==> src/rtl/keypad_pkg.sv <==
// keypad_pkg: shared definitions for the 4x4 matrix keypad scanner.
//   state_e   - scanner FSM states (column drive / sweep evaluation)
//   COLS_IDLE - column drive value with no column selected
//   KEYMAP    - hex key value at [row][col] of the keypad
//   key_onehot- hex key value to [0:15] one-hot key vector
package keypad_pkg;

    typedef enum logic {
        S_DRIVE = 1'b0,
        S_EVAL  = 1'b1
    } state_e;

    localparam logic [3:0] COLS_IDLE = 4'b1111;

    localparam logic [3:0] KEYMAP [4][4] = '{
        '{4'h1, 4'h2, 4'h3, 4'hA},
        '{4'h4, 4'h5, 4'h6, 4'hB},
        '{4'h7, 4'h8, 4'h9, 4'hC},
        '{4'h0, 4'hF, 4'hE, 4'hD}
    };

    function automatic logic [0:15] key_onehot(input logic [3:0] key_val);
        logic [0:15] v;
        v          = '0;
        v[key_val] = 1'b1;
        return v;
    endfunction

endpackage

==> src/rtl/keypad_scanner_if.sv <==
// keypad_scanner_if: keypad pins plus debounced key outputs.
//   rows       - keypad row lines, active-low (keypad -> scanner)
//   cols       - column drive, active-low, one column at a time (scanner -> keypad)
//   keys       - [0:15] debounced key state, bit n = hex key n held
//   key_strobe - one-cycle pulse when keys goes from 0 to nonzero
// slave modport: the scanner. master modport: keypad side / key consumer.
interface keypad_scanner_if;
    logic [3:0]  rows;
    logic [3:0]  cols;
    logic [0:15] keys;
    logic        key_strobe;

    modport slave (
        input  rows,
        output cols,
        output keys,
        output key_strobe
    );

    modport master (
        output rows,
        input  cols,
        input  keys,
        input  key_strobe
    );
endinterface

==> src/rtl/keypad_scanner_row_sync.sv <==
// row_sync: 4-bit two-flop synchroniser for the keypad row lines.
//   clk - system clock
//   res - asynchronous active-low reset; both stages reset to 4'b1111 (no key)
//   d   - asynchronous row inputs
//   q   - synchronised rows
module row_sync (
    input  logic       clk,
    input  logic       res,
    input  logic [3:0] d,
    output logic [3:0] q
);

    logic [3:0] s1_q, s1_d;
    logic [3:0] s2_q, s2_d;

    always_comb begin
        s1_d = d;
        s2_d = s1_q;
    end

    always_ff @(posedge clk or negedge res) begin
        if (!res) begin
            s1_q <= '1;
            s2_q <= '1;
        end else begin
            s1_q <= s1_d;
            s2_q <= s2_d;
        end
    end

    assign q = s2_q;

endmodule

==> src/rtl/keypad_scanner.sv <==
// keypad_scanner: scans a 4x4 active-low matrix keypad, debounces full
// sweeps and presents the single held key as a one-hot [0:15] vector.
//   clk - system clock
//   res - asynchronous active-low reset
//   bus - keypad_scanner_if.slave: rows in, cols / keys / key_strobe out
// Parameters:
//   COL_DWELL      - cycles each column is driven before sampling (>= 4)
//   DEBOUNCE_SCANS - identical consecutive sweeps needed to update keys (>= 1)
module keypad_scanner
    import keypad_pkg::*;
#(
    parameter int unsigned COL_DWELL      = 100000,
    parameter int unsigned DEBOUNCE_SCANS = 4
) (
    input  logic             clk,
    input  logic             res,
    keypad_scanner_if.slave  bus
);

    localparam int unsigned DW = $clog2(COL_DWELL);
    localparam int unsigned SW = $clog2(DEBOUNCE_SCANS + 1);
    localparam logic [DW-1:0] DWELL_LAST = DW'(COL_DWELL - 1);
    localparam logic [SW-1:0] STABLE_MAX = SW'(DEBOUNCE_SCANS);

    logic [3:0]    rows_sync;

    state_e        state_q, state_d;
    logic [1:0]    col_q, col_d;
    logic [DW-1:0] dwell_q, dwell_d;
    logic [15:0]   snapshot_q, snapshot_d;
    logic [15:0]   prev_snapshot_q, prev_snapshot_d;
    logic [SW-1:0] stable_cnt_q, stable_cnt_d;
    logic [0:15]   keys_q, keys_d;
    logic          key_strobe_q, key_strobe_d;
    logic [3:0]    cols_q, cols_d;

    logic [4:0]    pop;
    logic [3:0]    hit_idx;
    logic [SW-1:0] stable_upd;

    row_sync u_row_sync (
        .clk (clk),
        .res (res),
        .d   (bus.rows),
        .q   (rows_sync)
    );

    // State register
    always_ff @(posedge clk or negedge res) begin
        if (!res) begin
            state_q         <= S_DRIVE;
            col_q           <= '0;
            dwell_q         <= '0;
            snapshot_q      <= '0;
            prev_snapshot_q <= '0;
            stable_cnt_q    <= '0;
            keys_q          <= '0;
            key_strobe_q    <= 1'b0;
            cols_q          <= COLS_IDLE;
        end else begin
            state_q         <= state_d;
            col_q           <= col_d;
            dwell_q         <= dwell_d;
            snapshot_q      <= snapshot_d;
            prev_snapshot_q <= prev_snapshot_d;
            stable_cnt_q    <= stable_cnt_d;
            keys_q          <= keys_d;
            key_strobe_q    <= key_strobe_d;
            cols_q          <= cols_d;
        end
    end

    // Next state: column walk, dwell timing and per-column row sampling
    always_comb begin
        state_d    = state_q;
        col_d      = col_q;
        dwell_d    = dwell_q;
        snapshot_d = snapshot_q;
        unique case (state_q)
            S_DRIVE: begin
                if (dwell_q == DWELL_LAST) begin
                    // snapshot bit index is {row, col}
                    for (int unsigned r = 0; r < 4; r++) begin
                        snapshot_d[{2'(r), col_q}] = ~rows_sync[r];
                    end
                    dwell_d = '0;
                    if (col_q == 2'd3) begin
                        col_d   = '0;
                        state_d = S_EVAL;
                    end else begin
                        col_d = col_q + 2'd1;
                    end
                end else begin
                    dwell_d = dwell_q + 1'b1;
                end
            end
            S_EVAL: begin
                state_d = S_DRIVE;
            end
            default: begin
                state_d = S_DRIVE;
            end
        endcase
    end

    // Popcount of the completed sweep and position of its last set bit
    always_comb begin
        pop     = '0;
        hit_idx = '0;
        for (int unsigned i = 0; i < 16; i++) begin
            if (snapshot_q[i]) begin
                pop     = pop + 5'd1;
                hit_idx = 4'(i);
            end
        end
    end

    // Debounce and key decode at the end of each sweep
    always_comb begin
        if (snapshot_q != prev_snapshot_q) begin
            stable_upd = SW'(1);
        end else if (stable_cnt_q == STABLE_MAX) begin
            stable_upd = STABLE_MAX;
        end else begin
            stable_upd = stable_cnt_q + 1'b1;
        end

        prev_snapshot_d = prev_snapshot_q;
        stable_cnt_d    = stable_cnt_q;
        keys_d          = keys_q;
        if (state_q == S_EVAL) begin
            prev_snapshot_d = snapshot_q;
            stable_cnt_d    = stable_upd;
            if (stable_upd == STABLE_MAX) begin
                // Two or more keys (incl. ghosts) leave keys unchanged
                if (pop == 5'd0) begin
                    keys_d = '0;
                end else if (pop == 5'd1) begin
                    keys_d = key_onehot(KEYMAP[hit_idx[3:2]][hit_idx[1:0]]);
                end
            end
        end
    end

    // Outputs. cols is registered from the current state, so the pin lags
    // the FSM by one cycle; each column still sees a full dwell of drive
    // and the idle cycle lines up with the keys update.
    always_comb begin
        cols_d       = (state_q == S_DRIVE) ? ~(4'b0001 << col_q) : COLS_IDLE;
        key_strobe_d = (keys_q == '0) && (keys_d != '0);
    end

    assign bus.cols       = cols_q;
    assign bus.keys       = keys_q;
    assign bus.key_strobe = key_strobe_q;

endmodule

==> src/flat_wrapper.sv <==
// flat-port wrapper written by rule: the top's interface ports become plain ports
module keypad_scanner_flat import keypad_pkg::*;
#(
    parameter int unsigned COL_DWELL      = 100000,
    parameter int unsigned DEBOUNCE_SCANS = 4
)
  (clk, res, bus_rows, bus_cols, bus_keys, bus_key_strobe);
  keypad_scanner_if bus_i ();
  input  logic clk;
  input  logic res;
  input wire logic [$bits(bus_i.rows)-1:0] bus_rows;
  output wire logic [$bits(bus_i.cols)-1:0] bus_cols;
  output wire logic [$bits(bus_i.keys)-1:0] bus_keys;
  output wire logic [$bits(bus_i.key_strobe)-1:0] bus_key_strobe;
  assign bus_i.rows = bus_rows;
  assign bus_cols = bus_i.cols;
  assign bus_keys = bus_i.keys;
  assign bus_key_strobe = bus_i.key_strobe;
  keypad_scanner #(.COL_DWELL(COL_DWELL), .DEBOUNCE_SCANS(DEBOUNCE_SCANS)) u_core (.clk(clk), .res(res), .bus(bus_i));
endmodule
==> config.mk <==
export PLATFORM = sky130hd
export DESIGN_NAME = keypad_scanner_flat
export DESIGN_NICKNAME = d
export VERILOG_FILES = /design/src/rtl/keypad_pkg.sv /design/src/rtl/keypad_scanner_if.sv /design/src/rtl/keypad_scanner_row_sync.sv /design/src/rtl/keypad_scanner.sv /design/src/flat_wrapper.sv
export SDC_FILE = /design/constraint.sdc
export NUM_CORES = 1
export LEC_CHECK = 0
export CAP_MARGIN = 20
export CORE_ASPECT_RATIO = 0.8
export CORE_MARGIN = 4
export CORE_UTILIZATION = 50
export CTS_CLUSTER_SIZE = 8
export DETAILED_ROUTE_END_ITERATION = 10
export PLACE_DENSITY = 0.72
export SETUP_SLACK_MARGIN = 0.5
export SLEW_MARGIN = 0
export SYNTH_ARGS = -nofsm -noshare
export SYNTH_HDL_FRONTEND = slang
export SYNTH_SLANG_ARGS = --single-unit
==> constraint.sdc <==
create_clock -name clk -period 8.8 [get_ports clk]
set_input_delay 1.76 -clock clk [delete_from_list [all_inputs] [get_ports clk]]
set_output_delay 1.76 -clock clk [all_outputs]
set_load 0.03 [all_outputs]
Yosys cells after proc, flatten, opt, wreduce, memory -nomap -nowiden
Index checks and enable logic that the tools add are counted.

word-level totals
  bits in registers = 84
  input bits = 6
  output and inout bits = 21

operators by class
  add/subtract/negate cells = 18
  order comparisons = 12
  equal/unequal tests = 6
  shift-type cells = 1
  mux-type cells = 63
  bitwise operators = 9
  reduce and logical (&&, ||, !) cells = 10

operators with widths
  operator                                                                             count
  16-bit 2-to-1 mux                                                                    6
  5-bit 2-to-1 mux                                                                     15
  5-bit by 1-bit adder with 5-bit output, second input constant                        14
  16-bit bitwise mux                                                                   4
  4-bit 2-to-1 mux                                                                     11
  16-bit binary-select mux with 2-bit select                                           1
  3-bit 2-to-1 mux                                                                     6
  17-bit by 1-bit adder with 17-bit output, second input constant                      1
  17-bit equality test, second input constant                                          1
  17-bit 2-to-1 mux                                                                    1
  16-bit zero test                                                                     1
  16-bit != test                                                                       1
  16-bit nonzero test                                                                  1
  4-bit by 5-bit < comparator with 1-bit output, second input constant                 2
  1-bit 2-to-1 mux                                                                     9
  4-bit binary-select mux with 2-bit select                                            1
  1-bit demux with 2-bit select                                                        4
  4-bit by 1-bit greater-or-equal comparator with 1-bit output, second input constant  2
  3-bit equality test, second input constant                                           2
  3-bit greater-or-equal comparator, second input constant                             2
  1-bit logical AND                                                                    6
  2-bit 2-to-1 mux                                                                     3
  2-bit inverter with 3-bit output                                                     2
  5-bit by 1-bit equality test with 1-bit output, second input constant                1
  18 further kinds                                                                     22

Longest topological paths before layout
  depth after elaboration = 38
  depth in mapped cells = 51
  mapped depth without buffers = 50

By module
From an unflattened synthesis, not the netlist that was laid out.

unflattened totals
  cell total of the unflattened synthesis = 567
  area total of the unflattened synthesis = 5482.8 um2

modules (own cells, without submodules)
  module          times used  cells each  area an instance (um2)  sequential area each (um2)
  keypad_scanner  1           559         5272.6                  1906.8
  row_sync        1           8           210.2                   210.2

Least setup slack after synthesis
Ideal clock, no wire load.

  kind = reg2reg
  start point = reg u_core.snapshot_q[0]
  end point = reg u_core.keys_q, in the netlist u_core.bus.keys[7]
  library setup time = 121 ps
  arrival = 8746 ps
  path slack = -67 ps
  stages on the path, launching flop included = 50
  path buffers = 2
  path through = dfrtp_1 -> inv_1 -> ha_1 -> buf_4 -> xor2_1 -> ha_1 -> nand2_1 -> o21ai_0 -> ha_1 -> mux2_2 -> ha_1 -> inv_1 -> a22o_1 -> nand2_1 -> ha_1 -> nand2b_1 -> a21boi_0 -> ha_1 -> [... 14 more ...] -> mux2i_1 -> nor2_1 -> ha_1 -> nand2_1 -> o31ai_1 -> ha_1 -> mux2i_1 -> inv_1 -> ha_1 -> and3_1 -> inv_1 -> o22ai_1 -> mux2i_1 -> xnor3_2 -> mux2i_4 -> o2111ai_4 -> buf_6 -> a22o_1

between the ends
  longest elaborated chain between the ends = 36

ends and longest elaborated chain
  what                                            line                   source
  from (decl)                                     keypad_scanner.sv:30   logic [15:0] snapshot_q, snapshot_d;
  from (signal assigned)                          keypad_scanner.sv:64   snapshot_q <= snapshot_d;
  1-bit 2-to-1 mux                                keypad_scanner.sv:111  if (snapshot_q[i]) begin
  1-bit by 1-bit adder with 2-bit output          keypad_scanner.sv:112  pop = pop + 5'd1;
  5-bit 2-to-1 mux                                keypad_scanner.sv:111
  5-bit by 1-bit adder with 5-bit output          keypad_scanner.sv:112
  5-bit 2-to-1 mux                                keypad_scanner.sv:111
  5-bit by 1-bit adder with 5-bit output          keypad_scanner.sv:112
  5-bit 2-to-1 mux                                keypad_scanner.sv:111
  5-bit by 1-bit adder with 5-bit output          keypad_scanner.sv:112
  [... 21 more ...]                               n/a
  5-bit by 1-bit adder with 5-bit output          keypad_scanner.sv:112
  5-bit 2-to-1 mux                                keypad_scanner.sv:111
  5-bit by 1-bit equality test with 1-bit output  keypad_scanner.sv:138  end else if (pop == 5'd1) begin
  16-bit 2-to-1 mux                               keypad_scanner.sv:138
  16-bit 2-to-1 mux                               keypad_scanner.sv:136  if (pop == 5'd0) begin
  16-bit 2-to-1 mux (*)                           keypad_scanner.sv:134  if (stable_upd == STABLE_MAX) begin
  16-bit 2-to-1 mux (*)                           keypad_scanner.sv:131  if (state_q == S_EVAL) begin
  via u_core.keys_d (one bit)                     keypad_scanner.sv:33   logic [0:15] keys_q, keys_d;
  to (signal assigned)                            keypad_scanner.sv:67   keys_q <= keys_d;
  to (decl)                                       keypad_scanner.sv:33

The timed path passes the listed nets; every way through them passes the cells marked *.
A chain may end at the register's enable or synchronous reset.

Worst setup path after layout
  start point = reg u_core.snapshot_q[0]
  end point = reg u_core.keys_q, in the netlist u_core.bus.keys[9]

Same word-level chain as after synthesis.

==> summary by stage <==
Drt
The routed layout has ~4600 vias. The first TritonRoute pass finished after 5 iterations. The DRC violation total after the first TritonRoute iteration is 309.

After detailed routing, the number of vias per cell comes to 5.68. The final layout contains routed wiring with a total length of about 14000 um. The residual DRC count is 0. Dividing the detail-routed wire length by the instance count gives 17.1 um.

The count of nets left with antenna violations once routing finished came out at 0.

Pwr
The clock network accounts for between 50 and 60% of the total power. The areal power density over the cells is 116 nW/um^2. The worst supply voltage drop on vdd is about 0.14 mV. Of the total power, combinational logic draws 1.3%. The leakage power of the design is 3.27 nW. Net switching is 19.3% of the power.

Of the total power, registers draw 46.9%. The completed layout was analyzed and its total power is between 800 and 900 uW. The analysis attributes to net switching a power of around 160 uW. The internal portion of the total power is 672 uW.

Setup path
The maximum single-stage delay on the critical path is around 500 ps. The largest driver fanout on the critical path is 4. The number of cells on the worst reg-to-reg path is 57. For the worst setup path, the data required time is 9020 ps. The most used cell along the critical path is sky130_fd_sc_hd__buf_4. The number of logic stages on the critical path including buffering is 57. The destination of the critical timing path is u_core.bus.keys[9].

The type of the worst setup path is register to register. The capture instance of the worst register-to-register path is u_core.bus.keys[9]. The capturing element type of the critical path is a register. The critical path starts at u_core.snapshot_q[0]. The number of buffers and inverters on the critical path is 40. In this run the critical register-to-register path is launched from u_core.snapshot_q[0]. Data on the critical path arrives at its endpoint at 8980 ps. The register-to-register setup slack is 30 ps.

On the critical path, the stage with the largest delay is an instance of sky130_fd_sc_hd__xnor3_2. The kind of cell adding the most delay to the critical path is buffers and inverters. The type of origin of the critical path is a register.

Min path
The hold path startpoint is u_core.u_row_sync.s1_q[0]. The tightest min-delay check is of the register to register type.

Global routing
The number of antenna violations at the first check in global routing is 0. The global route total overflow is 0. The maximum number of pins on one net before global-route repair is 85. Global routing consumed, over all layers together, 21.4% of the routing resources. The number of global-route vias before repair is 4601. The first global-routing pass estimated 22300 um of wire.

Layout
The area growth from synthesis to layout is 31.4%. The share of post-route cells with drive strength above 1 is between 20 and 30%. The number of antenna repair diodes is 0. The total of fill cells in the finished design is 737. The final standard cell utilization of the core is 68.8%. The final layout contains 692 nets. In the final layout, flip-flops and latches occupy 2120 um^2. The combined area of the multi-input logic cells is between 3000 and 4000 um^2.

Synth
Synthesis inferred 84 register bits. Among all flip-flop cells after synthesis, the most frequent one is sky130_fd_sc_hd__dfrtp_1. The unique cell type count in the Yosys netlist is 70. By count the netlist is led by sky130_fd_sc_hd__dfrtp_1, sky130_fd_sc_hd__nand2_1, sky130_fd_sc_hd__xor2_1.

For this run, the register share of the synthesized area comes to 38.7%. In the post-synthesis netlist, the biggest area contributors are sky130_fd_sc_hd__dfrtp_1, sky130_fd_sc_hd__xor2_1, sky130_fd_sc_hd__dfstp_2. The Yosys step of the flow raised 0 warnings. The synthesized area is 5470 um^2. After synthesis, the share of flip-flops with an asynchronous set or reset is 100%.

Synthesis produced a netlist with a net count of 591. The most numerous cell in the Yosys netlist is sky130_fd_sc_hd__dfrtp_1. The gate count after technology mapping is 561. The synthesized design spends more area on one cell type than any other, namely sky130_fd_sc_hd__dfrtp_1. In this run the mean area of a mapped cell was ~9.7 um^2. The number of synthesized flops with an enable pin is 0. The share of the synthesized area in the top cell type is 33.0%.

Clocking
The master cell of the clock root buffer is sky130_fd_sc_hd__clkbuf_16. TritonCTS built the clock tree. The number of buffers between clock root and the deepest sink is 2. Clock latency on the worst-skew pair, taken at its later pin, is ~340 ps. Clock tree synthesis found a total of 84 sinks. The number of buffers inserted by hold repair at cts is 0.

The TritonCTS buffer count is 9. CTS built an H-tree with a depth of 3. The clock-pin transition on the worst setup and hold timing paths is approximately 60 ps.

STA
The relative slew slack is a little over two fifths. On the final layout, the worst clock skew is 9.02 ps. The pin slew with the least headroom to its limit is between 800 and 900 ps. The tightest hold margin is 355 ps. The setup slack after layout is 33.9 ps. After routing, the total negative slack on setup checks comes to 0 ps. Setup violations remaining at the end of the flow were counted as 0.

The hold violation total from the final report came to 0. Setup repair after global routing could not meet its margin everywhere. The maximum achievable frequency is 114 MHz.

The ratio of final minimum period to clock period is 99.6%. The minimum clock period after layout is 8770 ps. The max-slew violation total from the final report is 0.

Floorplanning
The boundary pin count is 27. For this configuration, the core starts out at a cell density of 52.3%. The number of standard-cell rows in the floorplan is 33. The floorplan step defined a die boundary enclosing 12700 um^2. Measured along the x axis, the die boundary spans around 120 um.

The floorplan die height is 102 um. The area of the core region is 10400 um^2.

Run status
The run finished with clean final reports.

Placement
The congestion estimate from routability-driven global placement came to 0.813. Detailed placement finished with a half-perimeter wire length of 8160 um. The worst setup timing slack at the placement stage is -380 ps.

The count of input and output buffers is 26.

Run
The tool flagged a number of max-cap violations equal to 0.
cell families (layout without fill, tap and decap cells):
kind of cell	Yosys count	in the layout	synth area share (%)
XOR/XNOR	76	76	15.5
multiplexers	24	24	5.01
AO/OA/AOI/OAI	113	114	14.1
adder cells (fa/ha/maj)	24	24	5.49
flip-flops	84	84	38.7
AND/OR/NAND/NOR	190	190	17.4
buffers and inverters	50	155	3.75
stage by stage:
stage          cell area [um^2]  instances
3_5_place_dp               5940        714
6_report                   7190        807
3_3_place_gp               5940        714
4_1_cts                    6880        790
5_1_grt                    7190        807
2_1_floorplan              5540        561
layout make-up:
cell class | count | share of cell area [%]
multi-input cells | 428 | 48.9
inverters | 26 | 1.39
well taps | 140 | 2.44
flip-flops and latches | 84 | 29.5
clock buffers | 11 | 3.24
repair buffers | 113 | 13.1
clock inverters | 5 | 1.50
worst min path at each step:
| stage | cells past startpoint | slack [ps] | to |
|---|---|---|---|
| floorplan | 0 | 350 | u_core.u_row_sync.q[0] |
| global placement | 0 | 350 | u_core.u_row_sync.q[1] |
| detailed placement | 0 | 350 | u_core.u_row_sync.q[0] |
| CTS | 0 | 360 | u_core.u_row_sync.q[0] |
| global route | 0 | 360 | u_core.u_row_sync.q[0] |
| finish | 0 | 350 | u_core.u_row_sync.q[0] |
metal layers:
metal | up-vias | part of all wire [%] | track usage, %
li1 | 2192 | - | -
met1 | 2241 | 45 | 28.1
met2 | 131 | 48 | 36.0
met3 | 23 | 4.4 | 4.43
met4 | 0 | 2.0 | 7.08
met5 | - | 0 | 0
sequential cells by signal, summed over array words and instances (netlist names):
signal                  cells
u_core.state_q              1
u_core.prev_snapshot_q     16
u_core.bus.cols             4
u_core.snapshot_q          16
u_core.col_q                2
u_core.bus.keys            16
u_core.u_row_sync.q         4
u_core.stable_cnt_q         3
u_core.bus.key_strobe       1
u_core.dwell_q             17
u_core.u_row_sync.s1_q      4
placed cells by master (no fill, tap or decap), types with 13 or more instances in the layout:
master                            synthesis  routed
sky130_fd_sc_hd__a21oi_1                 22      17
sky130_fd_sc_hd__nor2_1                  31      30
sky130_fd_sc_hd__ha_1                    24      14
sky130_fd_sc_hd__mux2_2                  17      16
sky130_fd_sc_hd__nand3_1                 21      21
sky130_fd_sc_hd__buf_4                    1      85
sky130_fd_sc_hd__nor4_1                  13      13
sky130_fd_sc_hd__nand2_1                 60      57
sky130_fd_sc_hd__xor2_1                  38      35
sky130_fd_sc_hd__o21ai_0                 30      27
sky130_fd_sc_hd__inv_1                   26      19
sky130_fd_sc_hd__clkdlybuf4s50_1          0      25
sky130_fd_sc_hd__dfrtp_1                 72      72
sky130_fd_sc_hd__a22o_1                  13      13
sky130_fd_sc_hd__xnor2_1                 26      25
power groups by stage:
stage	Clock, mW	Sequential (mW)	Combinational (mW)
floorplan	0	0.397	0.00000296
global placement	0	0.398	0.00945
detailed placement	0	0.398	0.00959
CTS	0.436	0.391	0.00956
global route	0.452	0.391	0.0122
finish	0.432	0.391	0.0106
what timing repair did:
action | in CTS | in global routing
setup buffers | 59 | 16
pin swaps | 27 | 21
gates resized for setup | 27 | 28
cloned | 1 | 0
setup endpoints to repair | 17 | 17
(Power assumes the default switching activity.)
==> patch: new RTL, same flow settings <==
`DEBOUNCE_SCANS` is set to 4 in 2 places; all go to 2.
--- a/src/rtl/keypad_scanner.sv
+++ b/src/rtl/keypad_scanner.sv
@@ -10,7 +10,7 @@
     import keypad_pkg::*;
 #(
     parameter int unsigned COL_DWELL      = 100000,
-    parameter int unsigned DEBOUNCE_SCANS = 4
+    parameter int unsigned DEBOUNCE_SCANS = 2
 ) (
     input  logic             clk,
     input  logic             res,
--- a/src/flat_wrapper.sv
+++ b/src/flat_wrapper.sv
@@ -2,7 +2,7 @@
 module keypad_scanner_flat import keypad_pkg::*;
 #(
     parameter int unsigned COL_DWELL      = 100000,
-    parameter int unsigned DEBOUNCE_SCANS = 4
+    parameter int unsigned DEBOUNCE_SCANS = 2
 )
   (clk, res, bus_rows, bus_cols, bus_keys, bus_key_strobe);
   keypad_scanner_if bus_i ();
Check against the original RTL: same outputs for any inputs over 10 cycles, from zero or initial values; that may be too few to reach the edited logic, so the function may still have changed.
==> patch against the original RTL <==
The run now ends with setup timing left; sequential share of layout area is 0.87 points higher; die area shrank 2.3%; sequential cell count is 1 lower; count of clock-buffer cells in the layout decreased by 1; cell count fell by 4.0%; synthesized area down 2.4%; wire length shrank 2.0%; core utilization is 2.0 points lower; cell area decreased by 4.0%; total power shrank 10%; maximum frequency down 1.5%; setup slack worse by 0.13 ns.
==> patch: results (changes against the original RTL) <==
stage;metric;value;unit;change
hold_path;Worst Hold End;u_core.u_row_sync.q[3];;
status;violated checks;setup timing;;
finish;clk tree area frac;4.03;%;-0.71 points
power_and_ir_drop;worst vdd ir;0.123;mV;-15%
logic_synthesis;Seq cells post-synth;83;;-1.2%
hold_path;worst hold path depth;0;;unchanged
finish;Fillers;759;;+3.0%
sta;final setup fails;16;;+16
hold_path;Hold Startpoint;u_core.u_row_sync.s1_q[3];;
power_and_ir_drop;share of total power in the clock network;47.0;%;-4.8 points
sta;Worst Tran Pin Value;0.939;ns;+0.0950 ns
sta;final worst slack;-0.0970;ns;-0.131 ns
finish;CLK BUF;10;;-1
setup_path;reg2reg path depth;47;;-18%
finish;Multi-In Gates;412;;-3.7%
logic_synthesis;syn nets;567;;-4.1%
power_and_ir_drop;sequential power share;51.5;%;+4.6 points
setup_path;worst setup path end;u_core.bus.keys[1];;
setup_path;CP arrival;9.11;ns;+0.13 ns
global_routing;vias in the first global route;4664;;+1.4%
setup_path;Slowest cell on crit path;a2111o_2;;
logic_synthesis;largest cells by area after synthesis;dfrtp_1 (33%), xnor2_1 (6.1%), dfstp_2 (5.9%);;
placement;hpwl dp;8280;µm;+1.4%
power_and_ir_drop;Net Sw Frac;22.3;%;+2.9 points
finish;buffers outside the clock class;102;;-9.7%
logic_synthesis;Syn Area/Cell;9.91;µm²;+1.7%
status;status;finished with violations;;
route;1st-iter DRT viols;332;;+7.4%
placement;Post-Place Setup Slack;-0.342;ns;+0.0378 ns
route;DR WL/cell;17.4;µm;+2.0%
logic_synthesis;Ys Warns;0;;unchanged
sta;Post-Route Skew;0.00835;ns;-0.000667 ns
placement;RePlAce Congestion;0.831;;+2.2%
route;total wire length;13500;µm;-2.0%
global_routing;largest net degree at the start of global routing;84;;-1.2%
finish;fraction of layout cells with a size suffix above 1;29.0;%;-0.41 points
route;vias per cell;5.83;;+2.6%
finish;area of the multi-input gates;3420;µm²;-2.8%
finish;inverters;22;;-15%
global_routing;first-pass GRT wire length;22500;µm;+0.81%
logic_synthesis;Yosys cell types;67;;-4.3%
placement;dpl cells;696;;-2.5%
logic_synthesis;Synth top cells by count;dfrtp_1 (71), nand2_1 (53), nor2_1 (39);;
## patch: cell count changes after synthesis, sizes merged, moves of 4 or more
cell	delta
nand2	-7
xnor2	+12
o2bb2ai	-4
a22o	+4
a21oi	-8
xor2	-18
nor2	+8
inv	-4
nand3	-4
## patch: through the flow
stage | TNS [ns] | hold WS [ns] | utilization [%] | area, µm²
3_5_place_dp | -5.22 | 0.347 | 58.0 | 5980
3_3_place_gp | 0 | 0.346 | 58.0 | 5980
2_1_floorplan | 0 | 0.345 | - | 5540
6_report | -0.933 | 0.355 | 66.8 | 6900
5_1_grt | -6.51 | 0.366 | 66.8 | 6900
4_1_cts | 0 | 0.358 | 65.5 | 6770
## patch: routing by layer
metal | global-route usage [%] | up-vias | share of wire, %
li1 | - | 2115 | -
met4 | 8.51 | 0 | 2.9
met2 | 37.3 | 151 | 49
met5 | 0 | - | 0
met1 | 29.2 | 2213 | 43
met3 | 5.97 | 42 | 4.9
## patch: kinds of logic after synthesis
| family | share of synthesized area [%] |
|---|---|
| flip-flops | 39.2 |
| XOR/XNOR | 15.4 |
| multiplexers | 5.70 |
| AO/OA/AOI/OAI | 12.6 |
| adder cells (fa/ha/maj) | 5.40 |
| buffers and inverters | 3.28 |
| AND/OR/NAND/NOR | 18.4 |
## patch: worst max-delay path, delay by kind of cell (launching register included)
kind / cells / cell delay, ns
AND/OR/NAND/NOR: 16 / 1.58
adder cells (fa/ha/maj): 14 / 3.37
flip-flops: 1 / 0.41
buffers and inverters: 1 / 0.04
AO/OA/AOI/OAI: 12 / 2.37
multiplexers: 4 / 0.95
## patch: timing repair
item	CTS	global route
gates resized for setup	21	9
pin swaps	33	25
setup buffers	54	7
hold endpoints to repair	0	0
gates cloned	1	0
setup endpoints to repair	17	17
